[src/rtl/data_pack_pkg.sv]
// Shared sizing helpers for the data packer and its unpacking counterpart.
// Holds the words-per-packed-word rule and the ceil-log2 counter width.
package data_pack_pkg;

  // Smallest r with 2**r >= v.
  function automatic int clog2(input int v);
    int r;
    r = 0;
    for (int i = 0; i < 31; i++) begin
      if ((1 << i) < v) r = i + 1;
    end
    return r;
  endfunction

  // Narrow words that make up one packed word.
  function automatic int max_words(input int in_w, input int out_w);
    if (in_w >= out_w) return 1;
    return (out_w + in_w - 1) / in_w;
  endfunction

  // Counter width for 0..n-1, never narrower than one bit.
  function automatic int cnt_width(input int n);
    return (n <= 1) ? 1 : clog2(n);
  endfunction

endpackage

[src/rtl/packed_output_stage.sv]
// Packed output register with its valid flag, drain handshake and the
// wrapping count of packed words handed downstream.
import data_pack_pkg::*;

module packed_output_stage #(
  parameter int OUT_WIDTH = 128
) (
  input  logic                 clk,
  input  logic                 reset,
  input  logic                 load,
  input  logic [OUT_WIDTH-1:0] load_data,
  input  logic                 m_packed_write_ready,
  output logic                 m_packed_write_req,
  output logic [OUT_WIDTH-1:0] m_packed_write_data,
  output logic                 ready,
  output logic [15:0]          packed_count
);

  logic out_valid;

  assign m_packed_write_req = out_valid & m_packed_write_ready;
  // A drain this cycle frees the register for the word completing now.
  assign ready = ~out_valid | m_packed_write_ready;

  // Valid flag: set by a load, cleared by a drain without a reload.
  always_ff @(posedge clk or posedge reset) begin
    if (reset) begin
      out_valid <= 1'b0;
    end else if (load) begin
      out_valid <= 1'b1;
    end else if (m_packed_write_req) begin
      out_valid <= 1'b0;
    end
  end

  // Data register only changes on a load, so it holds while stalled.
  always_ff @(posedge clk or posedge reset) begin
    if (reset) begin
      m_packed_write_data <= '0;
    end else if (load) begin
      m_packed_write_data <= load_data;
    end
  end

  // Wrapping count of packed words written downstream.
  always_ff @(posedge clk or posedge reset) begin
    if (reset) begin
      packed_count <= '0;
    end else if (m_packed_write_req) begin
      packed_count <= packed_count + 16'd1;
    end
  end

endmodule

[src/rtl/data_packer.sv]
// Packs narrow words LSB-first into wide words for a downstream FIFO.
// Optional DATA_PACKER_FLUSH_EN lets flush emit a zero-padded partial word.
import data_pack_pkg::*;

module data_packer #(
  parameter int IN_WIDTH  = 64,
  parameter int OUT_WIDTH = 128
) (
  input  logic                 clk,
  input  logic                 reset,
  input  logic                 s_unpacked_write_req,
  input  logic [IN_WIDTH-1:0]  s_unpacked_write_data,
  output logic                 s_unpacked_write_ready,
  output logic                 m_packed_write_req,
  output logic [OUT_WIDTH-1:0] m_packed_write_data,
  input  logic                 m_packed_write_ready,
  input  logic                 flush,
  output logic [15:0]          packed_count
);

  localparam int MAX_WORDS = max_words(IN_WIDTH, OUT_WIDTH);
  localparam int CNT_W     = cnt_width(MAX_WORDS);
  localparam int ACC_W     = MAX_WORDS * IN_WIDTH;
  localparam logic [CNT_W-1:0] LAST = CNT_W'(MAX_WORDS - 1);

  logic [CNT_W-1:0]     cnt;
  logic [ACC_W-1:0]     acc;
  logic [ACC_W-1:0]     acc_merged;
  logic [OUT_WIDTH-1:0] load_data;
  logic                 accept;
  logic                 last_word;
  logic                 flush_hit;
  logic                 load;

  assign accept    = s_unpacked_write_req & s_unpacked_write_ready;
  assign last_word = accept & (cnt == LAST);

`ifdef DATA_PACKER_FLUSH_EN
  assign flush_hit = flush & s_unpacked_write_ready
                   & ((cnt != '0) | accept);
`else
  logic unused_flush;
  assign unused_flush = flush;
  assign flush_hit    = 1'b0;
`endif

  assign load      = last_word | flush_hit;
  // Slots above the current one are zero, giving free padding.
  assign load_data = acc_merged[OUT_WIDTH-1:0];

  // Drop an accepted word into its slot of the accumulator.
  always_comb begin
    acc_merged = acc;
    for (int k = 0; k < MAX_WORDS; k++) begin
      if (accept && (cnt == CNT_W'(k))) begin
        acc_merged[k*IN_WIDTH +: IN_WIDTH] = s_unpacked_write_data;
      end
    end
  end

  // Slot counter: advance per accepted word, restart after a load.
  always_ff @(posedge clk or posedge reset) begin
    if (reset) begin
      cnt <= '0;
    end else if (load) begin
      cnt <= '0;
    end else if (accept) begin
      cnt <= cnt + 1'b1;
    end
  end

  // Accumulator is wiped on every load so stale slots never leak out.
  always_ff @(posedge clk or posedge reset) begin
    if (reset) begin
      acc <= '0;
    end else if (load) begin
      acc <= '0;
    end else if (accept) begin
      acc <= acc_merged;
    end
  end

  packed_output_stage #(
    .OUT_WIDTH (OUT_WIDTH)
  ) u_out (
    .clk                  (clk),
    .reset                (reset),
    .load                 (load),
    .load_data            (load_data),
    .m_packed_write_ready (m_packed_write_ready),
    .m_packed_write_req   (m_packed_write_req),
    .m_packed_write_data  (m_packed_write_data),
    .ready                (s_unpacked_write_ready),
    .packed_count         (packed_count)
  );

endmodule
[config.mk]
export PLATFORM = sky130hd
export DESIGN_NAME = data_packer
export DESIGN_NICKNAME = d
export VERILOG_FILES = /design/src/rtl/data_pack_pkg.sv /design/src/rtl/packed_output_stage.sv /design/src/rtl/data_packer.sv
export SDC_FILE = /design/constraint.sdc
export NUM_CORES = 1
export LEC_CHECK = 0
export CELL_PAD_IN_SITES_DETAIL_PLACEMENT = 2
export CELL_PAD_IN_SITES_GLOBAL_PLACEMENT = 2
export CORE_MARGIN = 3
export CORE_UTILIZATION = 25
export DETAILED_ROUTE_END_ITERATION = 7
export MAX_ROUTING_LAYER = met4
export PLACE_DENSITY = 0.62
export SYNTH_ARGS = -nofsm -noshare
export SYNTH_HDL_FRONTEND = slang
export SYNTH_HIERARCHICAL = 1
export SYNTH_SLANG_ARGS = --single-unit
[constraint.sdc]
create_clock -name clk -period 4.6 [get_ports clk]
set_input_delay 0.92 -clock clk [delete_from_list [all_inputs] [get_ports clk]]
set_output_delay 0.92 -clock clk [all_outputs]
set_load 0.02 [all_outputs]
==> impl_metrics.ini, run 1 <==
[sta]
finalSetupTns_ps = 0
period_share_pct = 76.5
slew-limit-headroom_pct = 40.6
fmax_mhz = 284
tightest_slew_ps = 891
finClkSkew_ps = 11.0
hold_viol_final = 0
finalSetupViolations = 0
rsz0062_at_grt = false
slew_violations = 0
min_period_ps = 3520

[clock_tree]
tritoncts = built
hold_buffers = 0
cts_sinks = 274
htree_levels = 2
post_cts_buffers = 0
cts_made_buffers = 35
clkLatencyLatePin_ps = 520
ctsRootBufferMaster = clkbuf_16
clkSlewWorstSetupHoldPaths_ps = 50
cts-resized-gates = 0
clk_path_buf_depth = 3

[critical_path]
path_common_cell = clkdlybuf4s50_1
worst_ep_required_time_ps = 3680
rr_worst_depth = 4
crit_chain = clkdlybuf4s50_1 -> nand2b_1 -> clkdlybuf4s50_1
critPathSlowestCell = clkdlybuf4s50_1
endpoint = s_unpacked_write_ready
critPathLaunchType = primary input
worstReg2RegEnd = acc[32]$_DFFE_PP0P_
startpoint = m_packed_write_ready
worstSetupPathType = primary input to primary output
regToRegStartpoint = u_out/out_valid$_DFFE_PP0P_
critical_path.max_stage_delay_ps = 710
critPathArrivalTime_ps = 2600
r2r_setup_slack_ps = 2080
critPathMaxFanout = 6
critPathCaptureType = primary output

[drt]
ant_nets = 0
wl_per_cell_um = 19.7
initialDrtViolationCount = 268
drt_wl_total_um = 31400
vias_per_cell = 4.43
firstDrtPassIters = 4
drc = 0
via_count = 7059

[pwr]
p_per_area_nw_per_um2 = 636
power_frac_comb_pct = 36.3
seqPwrFrac_pct = 35.7
ir_worst_vdd_v = 0.000236
switchingPower_w = 0.00310
power.leakage_nw = 6.95
internal-power_w = 0.00667
switching_share_pct = 31.7
pwr-share-clk_pct = 28.0

[global_route]
grt_max_degree = 84
grt_use_total_pct = 13.8
grt_pass1_vias = 8142
grt_overflow = 0
grt_pass1_wl_um = 49800
antenna_found_initial = 3

[worst_hold_path]
holdCritPathClass = flop to flop

[layout]
layout.nets = 1046
final_util_pct = 34.4
drive_gt1_share_pct = 33.5
fill_cells = 4527
syn2layout_area_growth_pct = 35.0

[logic_synthesis]
synthDistinctLibCells = 23
synth_top_area_share_pct = 60.3
syn_area_um2 = 11400
synthCells = 758
yosysTopAreaCell = dfrtp_1
postSynthAreaPerCell_um2 = 15.0
yosys_warnings = 6
yosysSeqAreaShare_pct = 60.3
synth_area_leaders = dfrtp_1, mux2_2, a22o_1
synth-seq-cells = 274
syn_nets = 828

[die]
initial_core_util_pct = 25.5
die_w_um = 219
die_y_um = 219
die_area_um2 = 48100
pin_count = 215
core_area_um2 = 44600
num_rows = 77

[placed_design]
gp_congestion = 0.677
dp.final_hpwl_um = 19400
port-buffer-count = 213

[run_status]
status = finished clean

[job]
maxCapViolations = 0
[flip-flops by register name, summed over array words and instances (netlist names)]
name / count
acc: 128
u_out/m_packed_write_data: 128
u_out/packed_count: 16
cnt: 1
u_out/out_valid: 1
[kinds of logic (layout without fill, tap and decap cells)]
| family | Yosys count | count (layout) | share of synthesized area (%) |
|---|---|---|---|
| AO/OA/AOI/OAI | 64 | 64 | 4.93 |
| XOR/XNOR | 16 | 16 | 1.23 |
| adder cells (fa/ha/maj) | 1 | 1 | 0.110 |
| buffers and inverters | 53 | 294 | 2.77 |
| flip-flops | 274 | 274 | 60.3 |
| multiplexers | 257 | 257 | 25.6 |
| other | 0 | 4 | 0 |
| AND/OR/NAND/NOR | 93 | 93 | 5.05 |
[per-layer routing]
| metal | up-vias | global-route usage (%) | share of wire (%) |
|---|---|---|---|
| met2 | 161 | 22.1 | 48 |
| met5 | - | - | 0 |
| li1 | 3129 | - | - |
| met3 | 38 | 4.21 | 6.7 |
| met4 | 0 | 3.95 | 1.7 |
| met1 | 3731 | 16.9 | 44 |
[stage by stage]
step / power, W / hold slack (ps) / instance area (um^2) / setup WS [ps] / std cells
finish: 0.00977 / 477 / 15400 / 1080 / 1595
global route: 0.0104 / 496 / 15400 / 1050 / 1594
CTS: 0.0100 / 485 / 15300 / 1100 / 1591
detailed placement: 0.00716 / 467 / 14200 / 946 / 1531
global placement: 0.00708 / 463 / 14200 / 997 / 1531
floorplan: 0.00555 / 447 / 11400 / 239 / 758
[power groups by stage]
stage	Sequential [W]	Clock [W]	Combinational, W
6_report	0.00349	0.00273	0.00355
5_1_grt	0.00360	0.00297	0.00381
4_1_cts	0.00351	0.00287	0.00364
3_5_place_dp	0.00354	0	0.00362
3_3_place_gp	0.00351	0	0.00357
2_1_floorplan	0.00401	0	0.00154
[layout by cell type, fill, tap and decap left out]
| cell | n |
|---|---|
| dfrtp_1 | 274 |
| mux2_2 | 251 |
| clkdlybuf4s50_1 | 213 |
| and2_1 | 66 |
| a22o_1 | 64 |
| clkbuf_16 | 37 |
| xnor2_1 | 14 |
| buf_4 | 11 |
| clkbuf_1 | 9 |
| buf_12 | 7 |
| mux2_4 | 6 |
| clkinv_2 | 6 |
| nand4_1 | 6 |
| clkbuf_8 | 5 |
| nand3_1 | 5 |
| diode_2 | 4 |
| nand2_1 | 4 |
| bufinv_16 | 3 |
| inv_6 | 2 |
| nand2b_1 | 2 |
| nor2_1 | 2 |
| and4_4 | 2 |
| xor2_1 | 2 |
| nand2_2 | 1 |
| and3b_4 | 1 |
| nand3_4 | 1 |
| nand3b_1 | 1 |
| clkinvlp_4 | 1 |
| and3_2 | 1 |
| and4_1 | 1 |
| ha_1 | 1 |
[critical path, delay by kind of cell]
family,cells,cell delay [ps]
buf+inv,2,1220
simple gates,1,460
[cell type report]
class	instances	area [um^2]	share of cell area [%]
Clock inverter	9	120	0.782
Multi-Input combinational cell	431	4220	27.5
Timing Repair Buffer	231	2350	15.3
Clock buffer	51	1030	6.70
Inverter	3	25.0	0.163
Antenna cell	4	10.0	0.0652
Tap cell	592	741	4.82
Sequential cell	274	6860	44.6
[worst min-delay path by stage]
stage                                        from                                  to  slack [ps]  cells past startpoint
6_report                     acc[117]$_DFFE_PP0P_                acc[117]$_DFFE_PP0P_         480                      1
5_1_grt        u_out/packed_count[15]$_DFFE_PP0P_  u_out/packed_count[15]$_DFFE_PP0P_         500                      1
4_1_cts                       acc[98]$_DFFE_PP0P_                 acc[98]$_DFFE_PP0P_         480                      1
3_5_place_dp                  acc[98]$_DFFE_PP0P_                 acc[98]$_DFFE_PP0P_         470                      1
3_3_place_gp                 acc[111]$_DFFE_PP0P_                acc[111]$_DFFE_PP0P_         460                      1
2_1_floorplan                acc[110]$_DFFE_PP0P_                acc[110]$_DFFE_PP0P_         450                      1
[synthesized netlist by cell type (all sizes together)]
cell    count
dfrtp     274
mux2      257
and2       66
a22o       64
buf        41
xnor2      14
clkbuf      9
nand3       6
nand4       6
nand2       5
and4        3
inv         3
nand2b      2
nor2        2
xor2        2
and3        1
and3b       1
ha          1
nand3b      1
(Power assumes the default switching activity.)
==> inputs of run 2 (changes only) <==
PLACE_DENSITY = 0.59   (was 0.62)
clock period = 3.4 ns   (was 4.6 ns; I/O delays follow)
==> run 2 against run 1 <==
Against the previous run: die area is the same; sequential cell count unchanged; sequential share of layout area shrank 0.31 points; clock skew about the same; core utilization up 0.24 points; register-to-register slack got worse by 830 ps; combinational power increased by 36%; setup slack got worse by 620 ps; largest power group unchanged.
==> impl_metrics.ini, run 2 (synthesis gave the netlist of run 1 again) <==
[run_status]
status = finished clean

[pwr]
power.leakage_nw = 7.01
p_per_area_nw_per_um2 = 855
pwr-share-clk_pct = 27.3
switching_share_pct = 32.0
seqPwrFrac_pct = 36.1
internal-power_w = 0.00899
switchingPower_w = 0.00423
ir_worst_vdd_v = 0.000410
power_frac_comb_pct = 36.6
total_power_w = 0.0132

[global_route]
grt_overflow = 0
grt_pass1_wl_um = 50400
grt_pass1_vias = 8121
grt_use_total_pct = 14.0
antenna_found_initial = 2
grt_max_degree = 93

[layout]
instances_no_fill = 1605
drive_gt1_share_pct = 34.2
layout.nets = 1057
seqCellArea_um2 = 6860
top_regs = acc: 128 flops, u_out/m_packed_write_data: 128 flops, u_out/packed_count: 16 flops
final_cell_mix = dfrtp_1, mux2_2, clkdlybuf4s50_1
syn2layout_area_growth_pct = 35.9
multiInputGateArea_um2 = 4230
mostFrequentLayoutCell = dfrtp_1
fill_cells = 4503

[critical_path]
worstSetupPathType = primary input to primary output
critPathMaxFanout = 6
critPathLaunchType = primary input
worst_ep_required_time_ps = 2720
startpoint = m_packed_write_ready
crit_chain = clkdlybuf4s50_1 -> nand2b_1 -> clkdlybuf4s50_1
critPathCaptureType = primary output
critPathSlowestCell = clkdlybuf4s50_1
regToRegStartpoint = u_out/out_valid$_DFFE_PP0P_
r2r_setup_slack_ps = 1250
rr_worst_depth = 6
critical_path.max_stage_delay_ps = 690
critPathArrivalTime_ps = 2260
path_common_cell = clkdlybuf4s50_1
worstReg2RegEnd = u_out/m_packed_write_data[86]$_DFFE_PP0P_

[worst_hold_path]
whs_path_depth = 1
holdCritPathClass = flop to flop
min_to = u_out/packed_count[15]$_DFFE_PP0P_
min_from = u_out/packed_count[15]$_DFFE_PP0P_

[drt]
dr_wl_met3_um = 1670
drt_wl_total_um = 31500
firstDrtPassIters = 4
via_count = 7048
initialDrtViolationCount = 203
top_layer_used = met4
wl_per_cell_um = 19.7
drc = 0
wl_met2_um = 14700
vias_per_cell = 4.39
met1Wirelength_um = 14600
ant_nets = 0

[clock_tree]
cts_sinks = 274
clkSlewWorstSetupHoldPaths_ps = 50
clk_path_buf_depth = 3
tritoncts = built
ctsRootBufferMaster = clkbuf_16
clkLatencyLatePin_ps = 520
hold_buffers = 0
htree_levels = 2
cts_made_buffers = 36
post_cts_buffers = 0
cts-resized-gates = 0

[placed_design]
dp.final_hpwl_um = 19900
dp.cells = 1541
gp_congestion = 0.680
port-buffer-count = 213

[sta]
tightest_slew_ps = 955
finalSetupTns_ps = 0
min_period_ps = 2940
period_share_pct = 86.4
fmax_mhz = 340
rsz0062_at_grt = false
slew-limit-headroom_pct = 36.3
hold_viol_final = 0
finalHoldWorstSlack_ps = 475
finClkSkew_ps = 11.0
finalSetupViolations = 0
slew_violations = 0

[die]
core_area_um2 = 44600
initial_core_util_pct = 25.5
pin_count = 215
num_rows = 77
die_area_um2 = 48100
die_w_um = 219
die_y_um = 219

[job]
maxCapViolations = 0
[run 2: how the worst max path moves through the flow]
stage,to,cells after the start
floorplan,u_out/m_packed_write_data[0]$_DFFE_PP0P_,1
finish,s_unpacked_write_ready,3
global route,s_unpacked_write_ready,3
detailed placement,u_out/m_packed_write_data[86]$_DFFE_PP0P_,7
global placement,u_out/m_packed_write_data[99]$_DFFE_PP0P_,7
CTS,s_unpacked_write_ready,3
[run 2: stage by stage]
step | worst slack (ps) | util, % | instance area (um^2)
5_1_grt | 340 | 34.7 | 15500
4_1_cts | 426 | 34.7 | 15500
3_5_place_dp | 356 | 32.2 | 14300
6_report | 462 | 34.7 | 15500
3_3_place_gp | 401 | 32.2 | 14300
2_1_floorplan | 901 | - | 11400
[run 2: metal layers]
metal / up-vias / GRT usage (%)
met5: - / -
met4: 0 / 3.26
met3: 46 / 3.63
met2: 152 / 21.7
met1: 3689 / 18.3
li1: 3161 / -
[run 2: worst max-delay path, delay by kind of cell]
kind / cells / cell delay (ps)
simple gates: 1 / 400
buf+inv: 2 / 1180
[run 2: final cells by class]
class                   instances  share of cell area, %
diodes                          2                 0.0324
clock buffers                  53                   6.76
clock inverters                 9                  0.469
inverters                       3                  0.154
multi-input cells             431                   27.3
flip-flops and latches        274                   44.3
well taps                     592                   4.79
repair buffers                241                   16.1
[run 2: power by group through the flow]
stage | Combinational (W) | Clock [W] | Sequential (W)
global placement | 0.00488 | 0 | 0.00481
finish | 0.00484 | 0.00361 | 0.00477
CTS | 0.00497 | 0.00379 | 0.00480
detailed placement | 0.00495 | 0 | 0.00483
global route | 0.00520 | 0.00395 | 0.00491
floorplan | 0.00208 | 0 | 0.00543
